$ cat config.mk
export PLATFORM = sky130hd
export DESIGN_NAME = riscy_mem_arbiter
export DESIGN_NICKNAME = d
export VERILOG_FILES = /design/src/rtl/riscy_mem_arbiter.sv
export SDC_FILE = /design/constraint.sdc
export NUM_CORES = 1
export LEC_CHECK = 0
export CAP_MARGIN = 25
export CORE_AREA = 8 8 102 104
export DETAILED_ROUTE_END_ITERATION = 8
export DIE_AREA = 0 0 110 112
export PLACE_DENSITY = 0.85
export SYNTH_ARGS = -nofsm -noshare
export SYNTH_HDL_FRONTEND = slang
export SYNTH_SLANG_ARGS = --single-unit
$ cat constraint.sdc
create_clock -name clk_i -period 3 [get_ports clk_i]
set_input_delay 0.6 -clock clk_i [delete_from_list [all_inputs] [get_ports clk_i]]
set_output_delay 0.6 -clock clk_i [all_outputs]
set_load 0.05 [all_outputs]
$ cat src/rtl/riscy_mem_arbiter.sv
// Round-robin arbiter sharing one req/gnt/rvalid memory port between the
// instruction-fetch and data ports; an in-order owner FIFO routes responses.
module riscy_mem_arbiter #(
   parameter int unsigned ADDR_WIDTH      = 32,
   parameter int unsigned DATA_WIDTH      = 32,
   parameter int unsigned MAX_OUTSTANDING = 4
) (
   input  logic                               clk_i,
   input  logic                               rst_i,
   input  logic                               instr_req_i,
   output logic                               instr_gnt_o,
   input  logic [ADDR_WIDTH-1:0]              instr_addr_i,
   output logic                               instr_rvalid_o,
   output logic [DATA_WIDTH-1:0]              instr_rdata_o,
   input  logic                               data_req_i,
   output logic                               data_gnt_o,
   input  logic                               data_we_i,
   input  logic [DATA_WIDTH/8-1:0]            data_be_i,
   input  logic [ADDR_WIDTH-1:0]              data_addr_i,
   input  logic [DATA_WIDTH-1:0]              data_wdata_i,
   output logic                               data_rvalid_o,
   output logic [DATA_WIDTH-1:0]              data_rdata_o,
   output logic                               mem_req_o,
   input  logic                               mem_gnt_i,
   output logic                               mem_we_o,
   output logic [DATA_WIDTH/8-1:0]            mem_be_o,
   output logic [ADDR_WIDTH-1:0]              mem_addr_o,
   output logic [DATA_WIDTH-1:0]              mem_wdata_o,
   input  logic                               mem_rvalid_i,
   input  logic [DATA_WIDTH-1:0]              mem_rdata_i,
   output logic [$clog2(MAX_OUTSTANDING):0]   outstanding_o,
   output logic                               err_o
);
   localparam int unsigned PTR_W = $clog2(MAX_OUTSTANDING);
   localparam int unsigned CNT_W = PTR_W + 1;

   // Owner encoding: 0 = instruction port, 1 = data port
   logic               r_last_grant;
   logic               r_lock;
   logic               r_lock_owner;
   logic               r_err;
   logic [PTR_W-1:0]   r_wptr;
   logic [PTR_W-1:0]   r_rptr;
   logic [CNT_W-1:0]   r_count;
   logic               r_fifo [MAX_OUTSTANDING];

   logic w_full;
   logic w_lock_hold;
   logic w_sel;
   logic w_sel_req;
   logic w_accept;
   logic w_empty;
   logic w_pop;
   logic w_head;

   assign w_full  = (r_count == CNT_W'(MAX_OUTSTANDING));
   assign w_empty = (r_count == '0);

   // A lock only survives while its owner keeps requesting
   always_comb begin
      w_lock_hold = r_lock & (r_lock_owner ? data_req_i : instr_req_i);
      w_sel       = 1'b0;
      if (w_lock_hold)
         w_sel = r_lock_owner;
      else if (instr_req_i && data_req_i)
         w_sel = ~r_last_grant;
      else
         w_sel = data_req_i;
   end

   assign w_sel_req   = w_sel ? data_req_i : instr_req_i;
   assign mem_req_o   = w_sel_req & ~w_full & ~rst_i;
   assign mem_we_o    = w_sel & data_we_i;
   assign mem_be_o    = w_sel ? data_be_i : '1;
   assign mem_addr_o  = w_sel ? data_addr_i : instr_addr_i;
   assign mem_wdata_o = w_sel ? data_wdata_i : '0;

   assign w_accept    = mem_req_o & mem_gnt_i;
   assign instr_gnt_o = w_accept & ~w_sel;
   assign data_gnt_o  = w_accept & w_sel;

   assign w_head         = r_fifo[r_rptr];
   assign w_pop          = mem_rvalid_i & ~w_empty & ~rst_i;
   assign instr_rvalid_o = w_pop & ~w_head;
   assign data_rvalid_o  = w_pop & w_head;
   assign instr_rdata_o  = mem_rdata_i;
   assign data_rdata_o   = mem_rdata_i;

   assign outstanding_o = r_count;
   assign err_o         = r_err;

   // Arbitration, lock and occupancy state
   always_ff @(posedge clk_i) begin
      if (rst_i) begin
         r_last_grant <= 1'b1;
         r_lock       <= 1'b0;
         r_lock_owner <= 1'b0;
         r_err        <= 1'b0;
         r_wptr       <= '0;
         r_rptr       <= '0;
         r_count      <= '0;
      end else begin
         r_lock       <= mem_req_o & ~mem_gnt_i;
         r_lock_owner <= w_sel;
         if (w_accept) begin
            r_last_grant <= w_sel;
            r_wptr       <= r_wptr + PTR_W'(1);
         end
         if (w_pop)
            r_rptr <= r_rptr + PTR_W'(1);
         if (mem_rvalid_i && w_empty)
            r_err <= 1'b1;
         case ({w_accept, w_pop})
            2'b10:   r_count <= r_count + CNT_W'(1);
            2'b01:   r_count <= r_count - CNT_W'(1);
            default: r_count <= r_count;
         endcase
      end
   end

   // Owner storage needs no reset: pointers define validity
   always_ff @(posedge clk_i) begin
      if (w_accept)
         r_fifo[r_wptr] <= w_sel;
   end
endmodule

==> results.ini <==
[die]
rows = 35
die_area_um2 = 12320
top_level_ports = 281
core_um2 = 8890
die_y_um = 112
fp.dieW_um = 110
start_util_pct = 22.48

[logic_synthesis]
yosys-top-cells-count = buf_4, and2_1, mux2_2
ys_types = 37
synth_most_common_cell = buf_4
synth_nets = 366
syn_inst = 221
synth_top_cell_by_area = buf_4
synthesis.area_um2 = 1998
ys_warn_count = 0
synth-edff-count = 4
synthTopCellsByArea = buf_4, dfxtp_1, and2_1
synth_top_area_share_pct = 24.42
synth_seq_cells = 17
synthArstFlopShare_pct = 0
synth_ff_type = dfxtp_1
synth.avg_cell_area_um2 = 9.041
yosysSeqAreaShare_pct = 19.04

[cts]
clock-root-buffer = clkbuf_8
cts_tree = done
clk_latency_ps = 250
numCtsBuffers = 3
postCtsSetupRepairBufs = 0
htree_levels = 1
clkTransAtPathRegs_ps = 70
cts-hold-fix-buffers = 0
cts_sinks = 17
cts_resized = 0
clock_path_buffers = 2

[worst_setup_path]
required_ps = 2400
reg2regPathDepth = 9
worstPathMaxFanout = 54
cp.arrival_ps = 2250
endpoint_kind = output port
worstSetupPathType = in2out
cp-start-kind = input pin

[placement]
hpwlAfterDp_um = 7482
io_buffers = 184
pre_cts_ws_ps = 146.3
place.gp.congestion = 0.8261

[sta]
final.setup.tns_ps = 0
hold_violations = 0
period_needed_ps = 2851
rsz0062_at_grt = no
report.final.slew_viol_count = 0
finalCritPeriodShare_pct = 95.05
worst_pin_slew_ps = 506.7
slew_headroom_pct = 66.12
timing.fmax_ghz = 0.3507
clock-skew-final_ps = 2.194
finalSetupViolCount = 0
layout_setup_ws_ps = 148.5
holdWs_ps = 494.3

[flow_run]
maxCapViolCount = 0

[pwr]
p_total_mw = 1.202
p_per_area_nw_per_um2 = 312.9
ir_worst_vdd_uv = 228.7
p_leak_nw = 1.552

[global_route]
grt_max_degree = 55
antenna_found_initial = 0
grt_pass1_vias = 2230
grt-ovfl-total = 0
grt_pass1_wl_um = 12500
grt.total_usage_pct = 12.92

[final_layout]
fill_cells = 854
fin_util_pct = 43.21
drive_gt1_share_pct = 32.84
nets = 487
area_delta_synth_final_pct = 92.24
antennaDiodeCount = 0
seq_area_um2 = 380.4
multi_input_comb_area_um2 = 1039

[drt]
viasPerCell = 4.248
wl_per_cell_um = 18.57
drtIter0Drc = 46
wirelength_um = 8392
vias = 1920
dr.pass1.iters = 4
antenna_left = 0
drc = 0

[worst_hold_path]
hp-class = reg2reg
min_path_cells = 2

[status]
outcome = finished clean

## cells by family after synthesis
kind of cell             Yosys count  share of synthesized area (%)
buffers and inverters             81                          29.43
AND/OR/NAND/NOR                   65                          19.16
multiplexers                      33                          21.04
flip-flops                        17                          19.04
AO/OA/AOI/OAI                     15                          5.447
adder cells (fa/ha/maj)            6                          4.133
XOR/XNOR                           4                          1.753
## final cells by class
| type | instances | area share (%) |
|---|---|---|
| clock buffers | 3 | 1.075 |
| inverters | 8 | 0.7818 |
| multi-input cells | 123 | 27.04 |
| well taps | 111 | 3.616 |
| clock inverters | 1 | 0.1303 |
| flip-flops and latches | 17 | 9.902 |
| repair buffers | 189 | 57.46 |
## final timing paths
kind,from,slack [ps],to
max,data_req_i,150,mem_addr_o[12]
min,err_o,490,err_o
max reg2reg,outstanding_o[2],550,outstanding_o[2]
min reg2reg,err_o,490,err_o
## routing by layer
layer | up-vias | GRT usage, % | part of all wire [%]
met5 | - | 0 | 0
met4 | 0 | 2.432 | 1.3
met3 | 16 | 6.644 | 14
met2 | 154 | 19.87 | 45
met1 | 850 | 15.63 | 40
li1 | 900 | - | -
## layout by cell type, fill, tap and decap left out, types with 5 or more instances in the layout
master / instances
clkdlybuf4s50_1: 110
buf_12: 41
and2_1: 39
buf_4: 38
mux2_2: 14
dfxtp_1: 13
nor2_1: 10
mux2_4: 10
inv_1: 8
mux2_1: 8
a21oi_1: 5
ha_1: 5
## critical path, cell delays in order
cell	delay, ps
clkdlybuf4s50_1	510
inv_1	90
a31oi_4	180
buf_12	270
mux2_2	380
buf_4	190
## where the power goes
group / switching, mW / internal [mW] / total (mW)
Sequential: 0.0126 / 0.249 / 0.261
Clock: 0.0783 / 0.0922 / 0.170
Combinational: 0.406 / 0.365 / 0.770
Total: 0.497 / 0.705 / 1.20
## through the flow
| stage | cell area (um2) | instances |
|---|---|---|
| floorplan | 1998 | 221 |
| global placement | 3795 | 448 |
| detailed placement | 3795 | 448 |
| CTS | 3841 | 452 |
| global route | 3841 | 452 |
| finish | 3841 | 452 |
No activity file was read; power rests on OpenSTA's default activity.
